`src/rtl/input_conditioner.sv`:
```
// Input conditioner for the up/down counter front-end.
// Synchronises the raw push-button and direction switch to clk_1, debounces
// each one independently, and presents clean levels plus one-cycle edge pulses.
module input_conditioner #(
   parameter int unsigned DEBOUNCE_CYCLES = 500000,
   parameter int unsigned CNT_W           = $clog2(DEBOUNCE_CYCLES + 1)
) (
   input  logic clk_1,
   input  logic rst,
   input  logic x_raw,
   input  logic switch_raw,
   output logic x,
   output logic switch,
   output logic x_rise,
   output logic x_fall,
   output logic switch_chg
);

   localparam int unsigned NumCh = 2;

   // The cycle that moves the FSM into a WAIT state is already the first stable
   // sample, so WAIT accepts on sample DEBOUNCE_CYCLES, when cnt reaches D-2.
   localparam logic [CNT_W-1:0] AcceptCnt =
      (DEBOUNCE_CYCLES >= 2) ? CNT_W'(DEBOUNCE_CYCLES - 2) : '0;
   localparam bit SingleCycle = (DEBOUNCE_CYCLES == 1);

   typedef enum logic [1:0] {
      StStableLo = 2'd0,
      StWaitHi   = 2'd1,
      StStableHi = 2'd2,
      StWaitLo   = 2'd3
   } state_e;

   // Channel 0 is the button, channel 1 is the direction switch.
   logic [NumCh-1:0] raw;
   logic [NumCh-1:0] s1_q;
   logic [NumCh-1:0] s2_q;
   logic [NumCh-1:0] level_q;
   logic [NumCh-1:0] rise_q;
   logic [NumCh-1:0] fall_q;
   state_e           state_q [NumCh];
   logic [CNT_W-1:0] cnt_q   [NumCh];

   assign raw = {switch_raw, x_raw};

   // Two-flop synchroniser per channel.
   always_ff @(posedge clk_1) begin
      if (rst) begin
         s1_q <= '0;
         s2_q <= '0;
      end else begin
         s1_q <= raw;
         s2_q <= s1_q;
      end
   end

   // Debounce FSM per channel; level and pulses are registered on the accept edge.
   always_ff @(posedge clk_1) begin
      if (rst) begin
         level_q <= '0;
         rise_q  <= '0;
         fall_q  <= '0;
         for (int i = 0; i < NumCh; i++) begin
            state_q[i] <= StStableLo;
            cnt_q[i]   <= '0;
         end
      end else begin
         for (int i = 0; i < NumCh; i++) begin
            rise_q[i] <= 1'b0;
            fall_q[i] <= 1'b0;
            case (state_q[i])
               StStableLo: begin
                  if (s2_q[i]) begin
                     cnt_q[i] <= '0;
                     if (SingleCycle) begin
                        state_q[i] <= StStableHi;
                        level_q[i] <= 1'b1;
                        rise_q[i]  <= 1'b1;
                     end else begin
                        state_q[i] <= StWaitHi;
                     end
                  end
               end
               StWaitHi: begin
                  if (!s2_q[i]) begin
                     // Bounce: discard the partial count.
                     state_q[i] <= StStableLo;
                     cnt_q[i]   <= '0;
                  end else if (cnt_q[i] == AcceptCnt) begin
                     state_q[i] <= StStableHi;
                     level_q[i] <= 1'b1;
                     rise_q[i]  <= 1'b1;
                     cnt_q[i]   <= '0;
                  end else begin
                     cnt_q[i] <= cnt_q[i] + CNT_W'(1);
                  end
               end
               StStableHi: begin
                  if (!s2_q[i]) begin
                     cnt_q[i] <= '0;
                     if (SingleCycle) begin
                        state_q[i] <= StStableLo;
                        level_q[i] <= 1'b0;
                        fall_q[i]  <= 1'b1;
                     end else begin
                        state_q[i] <= StWaitLo;
                     end
                  end
               end
               StWaitLo: begin
                  if (s2_q[i]) begin
                     state_q[i] <= StStableHi;
                     cnt_q[i]   <= '0;
                  end else if (cnt_q[i] == AcceptCnt) begin
                     state_q[i] <= StStableLo;
                     level_q[i] <= 1'b0;
                     fall_q[i]  <= 1'b1;
                     cnt_q[i]   <= '0;
                  end else begin
                     cnt_q[i] <= cnt_q[i] + CNT_W'(1);
                  end
               end
               default: begin
                  state_q[i] <= StStableLo;
                  cnt_q[i]   <= '0;
               end
            endcase
         end
      end
   end

   assign x          = level_q[0];
   assign switch     = level_q[1];
   assign x_rise     = rise_q[0];
   assign x_fall     = fall_q[0];
   assign switch_chg = rise_q[1] | fall_q[1];

endmodule

```
`config.mk`:
```
export PLATFORM = sky130hd
export DESIGN_NAME = input_conditioner
export DESIGN_NICKNAME = d
export VERILOG_FILES = /design/src/rtl/input_conditioner.sv
export SDC_FILE = /design/constraint.sdc
export NUM_CORES = 1
export LEC_CHECK = 0
export CORE_MARGIN = 3
export CORE_UTILIZATION = 45
export CTS_BUF_LIST = sky130_fd_sc_hd__clkbuf_4 sky130_fd_sc_hd__clkbuf_8
export CTS_CLUSTER_SIZE = 20
export DETAILED_ROUTE_END_ITERATION = 7
export GPL_ROUTABILITY_DRIVEN = 0
export GPL_TIMING_DRIVEN = 1
export MAX_ROUTING_LAYER = met4
export REMOVE_ABC_BUFFERS = 1
export SLEW_MARGIN = 30
export SYNTH_ARGS = -nofsm -noshare
export SYNTH_HDL_FRONTEND = slang
export SYNTH_SLANG_ARGS = --single-unit
```
`constraint.sdc`:
```
create_clock -name clk_1 -period 3.17 [get_ports clk_1]
set_input_delay 0.951 -clock clk_1 [delete_from_list [all_inputs] [get_ports clk_1]]
set_output_delay 0.951 -clock clk_1 [all_outputs]
set_load 0.005 [all_outputs]
```
==> results of run 1 <==
-- cell usage after synthesis (3+ instances only) --
master    number  area, sq um
xor2_1        12          105
nor2_1        33          124
nand2_1       11         41.3
or3_1          8         50.1
nor2b_1        6         37.5
a31o_2         3         26.3
xnor2_1       17          149
dfxtp_1       10          200
nor4_1         5         31.3
edfxtp_1      42         1260
nor3_1         9         45.0
clkbuf_1       6         22.5
nand3_1       19         95.1
and2_1         3         18.8
o31ai_1        3         22.5
o21ai_0        9         45.0
buf_2          4         20.0
or4_1          5         37.5
ha_1           4         50.1
inv_1         11         41.3
a21oi_1       12         60.1
or2_2          3         18.8
nand2b_1       5         31.3
nand4_1        9         56.3
-- logic make-up after synthesis --
logic type               count (synthesis)
AO/OA/AOI/OAI                           34
XOR/XNOR                                29
adder cells (fa/ha/maj)                  4
buffers and inverters                   21
flip-flops                              52
AND/OR/NAND/NOR                        131
-- layout make-up --
| type | instances | area [sq um] |
|---|---|---|
| multi-input combinational | 198 | 1250 |
| tap | 75 | 93.8 |
| clock inverter | 2 | 13.8 |
| sequential | 52 | 1460 |
| inverter | 11 | 41.3 |
| clock buffer | 6 | 82.6 |
| fill | 553 | 2880 |
| timing repair buffer | 15 | 133 |
-- where the power goes --
group | total [mW] | switching (mW) | internal [mW]
combinational | 0.449 | 0.244 | 0.206
sequential | 1.22 | 0.236 | 0.987
clock | 0.411 | 0.231 | 0.179
-- cells in the final DEF (no fill, tap or decap), types with 3 or more instances in the layout --
master,synthesis,layout
nor2b_1,6,6
a21oi_1,12,12
xnor2_1,17,17
nor2_1,33,33
nand3_1,19,19
or4_1,5,5
or2_2,3,3
buf_4,0,7
and2_1,3,3
o21ai_0,9,9
nand2b_1,5,5
nor4_1,5,5
xor2_1,12,12
inv_1,11,11
nor3_1,9,9
nand2_1,11,11
a31o_2,3,3
o31ai_1,3,3
nand4_1,9,9
edfxtp_1,42,42
ha_1,4,4
clkdlybuf4s50_1,0,8
dfxtp_1,10,10
or3_1,8,8
clkbuf_8,0,6
-- metrics by stage --
step,utilization,hold slack (ns),power (mW),cell area [sq um]
6_report,0.517,0.440,2.08,3080
5_1_grt,0.517,0.481,2.23,3080
4_1_cts,0.517,0.451,2.10,3080
3_5_place_dp,0.501,0.429,1.69,2980
3_3_place_gp,0.501,0.433,1.68,2980
2_1_floorplan,-,0.414,1.52,2760
-- worst max-delay path, delay by kind of cell (launching register included) --
family	cells	cell delay, ns
flip-flops	1	0.47
AND/OR/NAND/NOR	3	0.86
AO/OA/AOI/OAI	1	0.40
adder cells (fa/ha/maj)	1	0.17
buffers and inverters	2	0.36
-- per-layer routing --
metal,wire length (um),up-vias,share of wire
li1,-,1017,-
met1,2710,920,0.54
met2,2060,34,0.41
met3,224,5,0.044
met4,59,0,0.012
met5,0,-,0
-- worst max-delay path by stage --
stage | start | to | slack, ns | depth (start not counted)
finish | cnt_q[1][0]$_SDFFCE_PN0P_ | cnt_q[1][5]$_SDFFCE_PN0P_ | 0.67 | 7
global route | cnt_q[1][0]$_SDFFCE_PN0P_ | cnt_q[1][8]$_SDFFCE_PN0P_ | 0.52 | 7
CTS | cnt_q[1][0]$_SDFFCE_PN0P_ | cnt_q[1][5]$_SDFFCE_PN0P_ | 0.65 | 7
detailed placement | rst | cnt_q[0][4]$_SDFFCE_PN0P_ | 0.45 | 5
global placement | rst | cnt_q[0][15]$_SDFFCE_PN0P_ | 0.45 | 5
floorplan | cnt_q[1][5]$_SDFFCE_PN0P_ | state_q[1][0]$_DFFE_PP_ | 0.79 | 4
-- registers in the layout, indices dropped and copies added, names as in the netlist --
signal,cells
cnt_q,38
fall_q,2
level_q,2
rise_q,2
s1_q,2
s2_q,2
state_q,4
==> summary.txt, run 1 <==
Final layout
  • # diodes: 0
  • Share of cells above drive strength 1: 0.0915
  • Final net count: roughly 290
  • Synthesis-to-layout area growth: 10.0%
  • Fin cells: about 360

STA
  • Max Clk Rate: 400 MHz
  • Pins over their slew limit: 0
  • Clock Skew: roughly 0.012 ns
  • Final Setup Violations: 0
  • Final Cycle Share: 0.789
  • Worst Slack Setup Final: roughly 0.67 ns
  • Worst Max-Slew Pin Slew: ~0.62 ns
  • RSZ-0062 raised after global routing: no
  • Final TNS setup: 0 ns
  • Max_slew headroom: 0.584
  • Final min period: about 2.5 ns
  • Hold Vio Cnt, Final: 0

Clock tree
  • Post-CTS sizing: 0
  • Post-CTS setup buffers: 0
  • Clock latency on the worst-skew pair: a little over 0.3 ns
  • H-tree Lvls: 2
  • Cts bufs inserted: 5
  • Clock transition at path regs: roughly 0.10 ns
  • # clock sinks: 52
  • Worst-case clock buffer depth: 2
  • Hold buffers post-CTS: 0
  • CTS Root Cell: clkbuf_8
  • CTS tree: done

Drt
  • DRT iter0 DRCs: 114
  • Routed wire length: 5.06 mm
  • DRC viols: 0
  • Final ANT Viol Nets: 0
  • Via/cell ratio: about 5.5
  • Post-DR wirelength/cell: around 14 um
  • Routed via count: approximately 2.0k
  • DRT Pass-1 Iters: 4

Die
  • Die width: about 85 um
  • Die area: ~0.0072 sq mm
  • Starting Density: 0.470
  • Placement Rows: 28
  • Ports: 9
  • Core Area: roughly 0.006 sq mm
  • Chip height: around 85 um

Setup path
  • Critical path launch point type: flip-flop
  • RR Startpoint: cnt_q[1][0]$_SDFFCE_PN0P_
  • CP required: 3.24 ns
  • CP max FO: 11
  • Crit path capture type: flip-flop
  • Worst R2R Path Depth: 7
  • Crit path cell chain: inv_1, ha_1, or4bb_1, or3_4, o211ai_2, buf_4, nor2_1
  • Crit path largest cell delay: between 0.4 and 0.5 ns
  • Worst Path Arrival: around 2.6 ns
  • WS Path Type: flip-flop to flip-flop
  • R2r endpoint: cnt_q[1][5]$_SDFFCE_PN0P_
  • Worst reg2reg setup slack: about 0.67 ns
  • Critical-path top delay cell: edfxtp_1

Job
  • Max-cap violations: 0

GRT
  • All-Layer GR Usage: 0.152
  • Grt met2 use: 0.204
  • Initial antenna violation count: 0
  • Total grt overflow: 0
  • Vias in the first global route: about 1.8k
  • GR peak layer: met1
  • First-pass GRT wire length: around 8.6 mm
  • M1 GR Usage: 0.229
  • GR Util met3: 0.0359
  • Largest net degree at the start of global routing: 21

Yosys
  • Post-synth EDFFs: 42
  • Synth unique cells: 40
  • Area share of fa/ha/maj cells after synthesis: 0.0179
  • Synth Warn #: 0
  • Simple-gate share of the synthesized area: 0.263
  • Largest family of logic cells by synthesized area: simple AND/OR/NAND/NOR gates
  • Compound-Gate Fraction of Synth Area: 0.0760
  • Ys flop type: edfxtp_1
  • Cell Area, Synth: roughly 0.0028 sq mm
  • Register area share after synthesis: 0.522
  • #FFs+latches synth: between 50 and 60
  • Post-synthesis xor/xnor area fraction: 0.0908
  • Post-synthesis mux area share: 0
  • Synth Instances: 271
  • Async S/R FF share, synth: 0
  • Mean Syn Cell Area: 10.3 sq um

Power and ir drop
  • Cell leakage power: 0.959 nW
  • Pwr dens: 677 mW/mm^2
  • Worst-case vdd ir drop: around 0.00029 V

Worst hold path
  • Hold Crit Start: s1_q[0]$_SDFF_PP0_
  • Hold Crit Endpoint: s2_q[0]$_SDFF_PP0_
  • Hold Path Cell Cnt: 1
  • HP Class: flip-flop to flip-flop

Placement
  • Place WS: about 0.45 ns
  • IO Port Bufs: 8
  • DPL Wire Length: between 3 and 4 mm
  • Placed insts: approximately 350

Status
  • Outcome: complete, no violations
No activity file was read; power rests on OpenSTA's default activity.
==> run 2, diff against run 1 <==
==> constraint.sdc (replaced) <==
create_clock -name clk_1 -period 2.61 [get_ports clk_1]
set_input_delay 0.783 -clock clk_1 [delete_from_list [all_inputs] [get_ports clk_1]]
set_output_delay 0.783 -clock clk_1 [all_outputs]
set_load 0.005 [all_outputs]
==> summary.txt, run 2 (same netlist as run 1, synthesis figures left out) <==
Setup path
  • Crit path largest cell delay: 0.48 ns (about the same)
  • Critical path launch point type: flip-flop
  • Crit path cell chain: inv_1, ha_1, or4bb_1, or3_4, o211ai_2, buf_4, nor2_1
  • CP required: 2.67 ns (-0.57 ns)
  • CP max FO: 19 (+8)
  • Critical-path top delay cell: edfxtp_1
  • Worst Setup EP: cnt_q[1][5]$_SDFFCE_PN0P_
  • Crit path from: cnt_q[1][0]$_SDFFCE_PN0P_
  • RR Startpoint: cnt_q[1][0]$_SDFFCE_PN0P_
  • Worst reg2reg setup slack: 0.36 ns (-0.31 ns)
  • Crit path capture type: flip-flop
  • CP delay by family, top: simple AND/OR/NAND/NOR gates
  • Worst R2R Path Depth: 7 (unchanged)
  • WS Path Type: flip-flop to flip-flop
  • CP Buf/Inv Count: 2 (unchanged)
  • Levels on crit path: 7 (unchanged)
  • Worst Path Arrival: 2.31 ns (-0.26 ns)
  • R2r endpoint: cnt_q[1][5]$_SDFFCE_PN0P_

Final layout
  • Most frequent cells in the layout: 42 x edfxtp_1, 33 x nor2_1, 19 x nand3_1
  • Synthesis-to-layout area growth: 10.0% (unchanged)
  • Final Cell Area: 0.00308 sq mm (unchanged)
  • Share of cells above drive strength 1: 0.0947 (+0.00319)
  • Commonest non-fill, non-tap cell in the layout: edfxtp_1
  • Biggest register: cnt_q
  • # diodes: 0 (unchanged)
  • Max reg flops: 38 (unchanged)
  • Final net count: 292 (+0.34%)
  • # fillers: 589 (+6.5%)
  • Top flop regs: cnt_q (38), state_q (4)

Worst hold path
  • HP Class: flip-flop to flip-flop

Placement
  • Post-DP Area: 0.00299 sq mm (+0.25%)
  • Place WS: 0.204 ns (-0.246 ns)
  • IO Port Bufs: 8 (unchanged)
  • DPL Wire Length: 3.47 mm (-3.0%)

Die
  • Die area: 0.00720 sq mm (unchanged)
  • Ports: 9 (unchanged)
  • Die width: 84.9 um (unchanged)
  • Chip height: 84.9 um (unchanged)
  • Core Area: 0.00596 sq mm (unchanged)
  • Starting Density: 0.470 (unchanged)
  • Placement Rows: 28 (unchanged)

Clock tree
  • Worst-case clock buffer depth: 2 (unchanged)
  • Clock latency on the worst-skew pair: 0.30 ns (about the same)
  • Cts bufs inserted: 5 (unchanged)
  • CTS tree: done
  • Hold buffers post-CTS: 0 (unchanged)
  • # clock sinks: 52 (unchanged)
  • CTS Root Cell: clkbuf_8
  • Clock transition at path regs: 0.09 ns (about the same)
  • Post-CTS sizing: 0 (unchanged)
  • H-tree Lvls: 2 (unchanged)
  • Post-CTS setup buffers: 0 (unchanged)

Drt
  • Routed wire length: 5.10 mm (+0.93%)
  • Via/cell ratio: 5.47 (-0.68%)
  • Final ANT Viol Nets: 0 (unchanged)
  • DRT iter0 DRCs: 63 (-45%)
  • DRC viols: 0 (unchanged)
  • DRT Pass-1 Iters: 4 (unchanged)
  • Post-DR wirelength/cell: 14.2 um (+0.65%)
  • Routed via count: 1968 (-0.40%)

STA
  • Max Clk Rate: 444 MHz (+11%)
  • Hold Vio Cnt, Final: 0 (unchanged)
  • Worst Max-Slew Pin Slew: 0.631 ns (+0.0128 ns)
  • Final min period: 2.25 ns (-0.250 ns)
  • Final Cycle Share: 0.862 (+0.0734)
  • Hold_ws: 0.455 ns (+0.0147 ns)
  • Clock Skew: 0.0117 ns (-0.000164 ns)
  • Pins over their slew limit: 0 (unchanged)
  • RSZ-0062 raised after global routing: no
  • Final TNS setup: 0 ns (unchanged)
  • Final Setup Violations: 0 (unchanged)
  • Worst Slack Setup Final: 0.360 ns (-0.310 ns)
  • Max_slew headroom: 0.576 (-0.00864)

GRT
  • All-Layer GR Usage: 0.156 (+0.00346)
  • Total grt overflow: 0 (unchanged)
  • First-pass GRT wire length: 8.76 mm (+1.8%)
  • Initial antenna violation count: 0 (unchanged)
  • Largest net degree at the start of global routing: 20 (-4.8%)
  • Vias in the first global route: 1825 (+2.5%)

Status
  • Outcome: complete, no violations

Job
  • Max-cap violations: 0 (unchanged)

Power and ir drop
  • Pwr dens: 815 mW/mm^2 (+20%)
  • Worst-case vdd ir drop: 0.000320 V (+9.5%)
  • Cell leakage power: 0.960 nW (+0.14%)
==> run 2: changes by cell type in the layout (fill, tap and decap cells not counted), sizes merged <==
cell,change
buf,+1
clkbuf,+1
inv,-1
==> run 2: worst min-delay path by stage <==
stage                  startpoint                  to  slack, ns  cells after the start
6_report       s1_q[1]$_SDFF_PP0_  s2_q[1]$_SDFF_PP0_       0.45                      1
5_1_grt        s1_q[0]$_SDFF_PP0_  s2_q[0]$_SDFF_PP0_       0.46                      1
4_1_cts        s1_q[0]$_SDFF_PP0_  s2_q[0]$_SDFF_PP0_       0.46                      1
3_5_place_dp   s1_q[0]$_SDFF_PP0_  s2_q[0]$_SDFF_PP0_       0.44                      1
3_3_place_gp   s1_q[1]$_SDFF_PP0_  s2_q[1]$_SDFF_PP0_       0.44                      1
2_1_floorplan  s1_q[0]$_SDFF_PP0_  s2_q[0]$_SDFF_PP0_       0.41                      1
==> run 2: final cells by class <==
class	instances	area [sq um]	area share
inverter	11	41.3	0.0134
clock buffer	7	83.8	0.0272
multi-input combinational	198	1250	0.407
sequential	52	1460	0.475
timing repair buffer	16	140	0.0455
tap	75	93.8	0.0305
clock inverter	1	5.00	0.00163
==> run 2: worst reg2reg max path, stage by stage (launching register included) <==
cell,delay [ns]
edfxtp_1,0.48
inv_1,0.09
ha_1,0.17
or4bb_1,0.41
or3_4,0.36
o211ai_2,0.16
buf_4,0.26
nor2_1,0.09
==> run 2: power by group <==
| group | total, mW | switching [mW] | internal (mW) |
|---|---|---|---|
| clock | 0.473 | 0.263 | 0.210 |
| combinational | 0.547 | 0.301 | 0.246 |
| sequential | 1.49 | 0.290 | 1.20 |
==> run 2: metal layers <==
metal	up-vias	GRT usage	part of all wire
li1	1016	-	-
met1	929	0.217	0.53
met2	19	0.228	0.43
met3	4	0.0350	0.030
met4	0	0.0475	0.0080
met5	-	-	0
==> run 2: through the flow <==
stage | power, mW | util | cells
after floorplan | 1.85 | - | 261
after global placement | 2.04 | 0.502 | 352
after detailed placement | 2.05 | 0.502 | 352
after CTS | 2.54 | 0.517 | 360
after global routing | 2.68 | 0.517 | 360
final | 2.51 | 0.517 | 360
==> run 3, diff against run 2 <==
--- a/config.mk
+++ b/config.mk
@@ -10,6 +10,7 @@
 export CTS_BUF_LIST = sky130_fd_sc_hd__clkbuf_4 sky130_fd_sc_hd__clkbuf_8
 export CTS_CLUSTER_SIZE = 20
 export DETAILED_ROUTE_END_ITERATION = 7
+export DONT_BUFFER_PORTS = 1
 export GPL_ROUTABILITY_DRIVEN = 0
 export GPL_TIMING_DRIVEN = 1
 export MAX_ROUTING_LAYER = met4
==> summary.txt, run 3 (same netlist as run 1, synthesis figures left out) <==
Power and ir drop
  • Clock group share of total power: 0.215 (+0.027)
  • Sequential Power Share: 0.577 (-0.016)
  • Pwr dens: 858 mW/mm^2 (+5.2%)
  • Cell leakage power: 0.932 nW (-3.0%)
  • Total net switching power: 860 uW (+0.78%)
  • Comb power frac: 0.208 (-0.010)
  • Switching share of power: 0.333 (-0.00739)
  • Pint: 1.72 mW (+4.2%)
  • Worst-case vdd ir drop: 0.000425 V (+33%)

GRT
  • Total grt overflow: 0 (unchanged)
  • First-pass GRT wire length: 9.09 mm (+3.8%)
  • Largest net degree at the start of global routing: 20 (unchanged)
  • Vias in the first global route: 1917 (+5.0%)
  • Initial antenna violation count: 0 (unchanged)
  • All-Layer GR Usage: 0.161 (+0.00511)

Worst hold path
  • HP Class: flip-flop to flip-flop

Drt
  • Final ANT Viol Nets: 0 (unchanged)
  • Post-DR wirelength/cell: 14.8 um (+4.7%)
  • Routed wire length: 5.21 mm (+2.1%)
  • DRC viols: 0 (unchanged)
  • Top Metal Used: met4
  • Met3 wire length: 157 um (+1.3%)
  • WL met2: 2.35 mm (+7.4%)
  • Metal-1 WL: 2.66 mm (-2.0%)
  • Via/cell ratio: 5.59 (+2.3%)
  • DRT Pass-1 Iters: 4 (unchanged)
  • Routed via count: 1963 (-0.25%)
  • DRT iter0 DRCs: 84 (+33%)

Clock tree
  • Clock transition at path regs: 0.10 ns (about the same)
  • Hold buffers post-CTS: 0 (unchanged)
  • Clock latency on the worst-skew pair: 0.30 ns (about the same)
  • H-tree Lvls: 2 (unchanged)
  • Post-CTS setup buffers: 0 (unchanged)
  • CTS tree: done
  • # clock sinks: 52 (unchanged)
  • Cts bufs inserted: 5 (unchanged)
  • Post-CTS sizing: 0 (unchanged)
  • CTS Root Cell: clkbuf_8
  • Worst-case clock buffer depth: 2 (unchanged)

STA
  • Final TNS setup: 0 ns (unchanged)
  • Max_slew headroom: 0.468 (-0.108)
  • Pins over their slew limit: 0 (unchanged)
  • Final Setup Violations: 0 (unchanged)
  • Final Cycle Share: 0.843 (-0.0194)
  • Max Clk Rate: 455 MHz (+2.3%)
  • Clock Skew: 0.0110 ns (-0.000704 ns)
  • Final min period: 2.20 ns (-0.0507 ns)
  • Worst Max-Slew Pin Slew: 0.787 ns (+0.156 ns)
  • Hold_ws: 0.457 ns (+0.00187 ns)
  • Hold Vio Cnt, Final: 0 (unchanged)
  • RSZ-0062 raised after global routing: no

Final layout
  • Synthesis-to-layout area growth: 7.69%
  • Area of the multi-input gates: 0.00125 sq mm (unchanged)
  • # diodes: 0 (unchanged)
  • Most frequent cells in the layout: 42 x edfxtp_1, 33 x nor2_1, 19 x nand3_1
  • Final net count: 283 (-3.1%)
  • Reg area: 0.00146 sq mm (unchanged)
  • Top flop regs: cnt_q (38), state_q (4)
  • # fillers: 543 (-7.8%)
  • Biggest register: cnt_q
  • Commonest non-fill, non-tap cell in the layout: edfxtp_1
  • Core Util, Final: 0.506 (-0.0109)
  • Max reg flops: 38 (unchanged)
  • Final Cell Area: 0.00301 sq mm (-2.1%)
  • Share of cells above drive strength 1: 0.0942 (-0.000534)

Die
  • Ports: 9 (unchanged)
  • Chip height: 84.9 um (unchanged)
  • Starting Density: 0.470 (unchanged)
  • Die area: 0.00720 sq mm (unchanged)
  • Die width: 84.9 um (unchanged)
  • Placement Rows: 28 (unchanged)
  • Core Area: 0.00596 sq mm (unchanged)

Setup path
  • Critical path launch point type: flip-flop
  • Crit path capture type: flip-flop
  • Worst Path Arrival: 2.25 ns (-0.06 ns)
  • WS Path Type: flip-flop to flip-flop
  • CP required: 2.66 ns (about the same)
  • CP max FO: 10 (-9)

Placement
  • DPL Wire Length: 3.58 mm (+3.0%)
  • IO Port Bufs: 0 (-8)
  • Post-DP Area: 0.00290 sq mm (-2.9%)

Status
  • Outcome: complete, no violations

Job
  • Max-cap violations: 0 (unchanged)
run 3: changes by cell type in the layout (fill, tap and decap cells not counted), sizes merged:
cell	before	now
clkdlybuf4s50	8	0
clkbuf	7	5
buf	8	7
bufinv	0	1
clkinvlp	0	1
run 3: per-stage QoR:
| step | setup WS, ns | power [mW] | instances |
|---|---|---|---|
| global placement | 0.437 | 2.03 | 343 |
| detailed placement | 0.422 | 2.04 | 343 |
| global route | 0.313 | 2.75 | 351 |
| CTS | 0.402 | 2.60 | 351 |
| finish | 0.411 | 2.58 | 351 |
| floorplan | 0.228 | 1.85 | 261 |
run 3: power groups by stage:
stage               combinational [mW]  clock [mW]  sequential (mW)
CTS                              0.546       0.570             1.49
floorplan                        0.421           0             1.43
global route                     0.603       0.609             1.54
global placement                 0.536           0             1.50
finish                           0.538       0.555             1.49
detailed placement               0.539           0             1.50
run 3: path summary, 6_finish.rpt:
check | from | endpoint | slack, ns | cells after the start
max | cnt_q[1][0]$_SDFFCE_PN0P_ | cnt_q[1][18]$_SDFFCE_PN0P_ | 0.41 | 7
min | s1_q[0]$_SDFF_PP0_ | s2_q[0]$_SDFF_PP0_ | 0.46 | 1
max reg2reg | cnt_q[1][0]$_SDFFCE_PN0P_ | cnt_q[1][18]$_SDFFCE_PN0P_ | 0.41 | 7
min reg2reg | s1_q[0]$_SDFF_PP0_ | s2_q[0]$_SDFF_PP0_ | 0.46 | 1
run 3: worst max-delay path, stage by stage (launching register included):
cell and delay, ns:
edfxtp_1 0.48, inv_1 0.09, ha_1 0.15, or4bb_1 0.42, or3_4 0.36, o211ai_2 0.19
buf_4 0.21, a21oi_1 0.06
run 3: area by class of cell:
cell class | instances | share of cell area
well taps | 75 | 0.0311
repair buffers | 7 | 0.0174
multi-input cells | 198 | 0.416
inverters | 11 | 0.0137
flip-flops and latches | 52 | 0.485
clock inverters | 3 | 0.0141
clock buffers | 5 | 0.0228
run 3: routing by layer:
metal / track usage / up-vias
li1: - / 998
met1: 0.219 / 933
met2: 0.240 / 28
met3: 0.0369 / 4
met4: 0.0504 / 0
met5: - / -
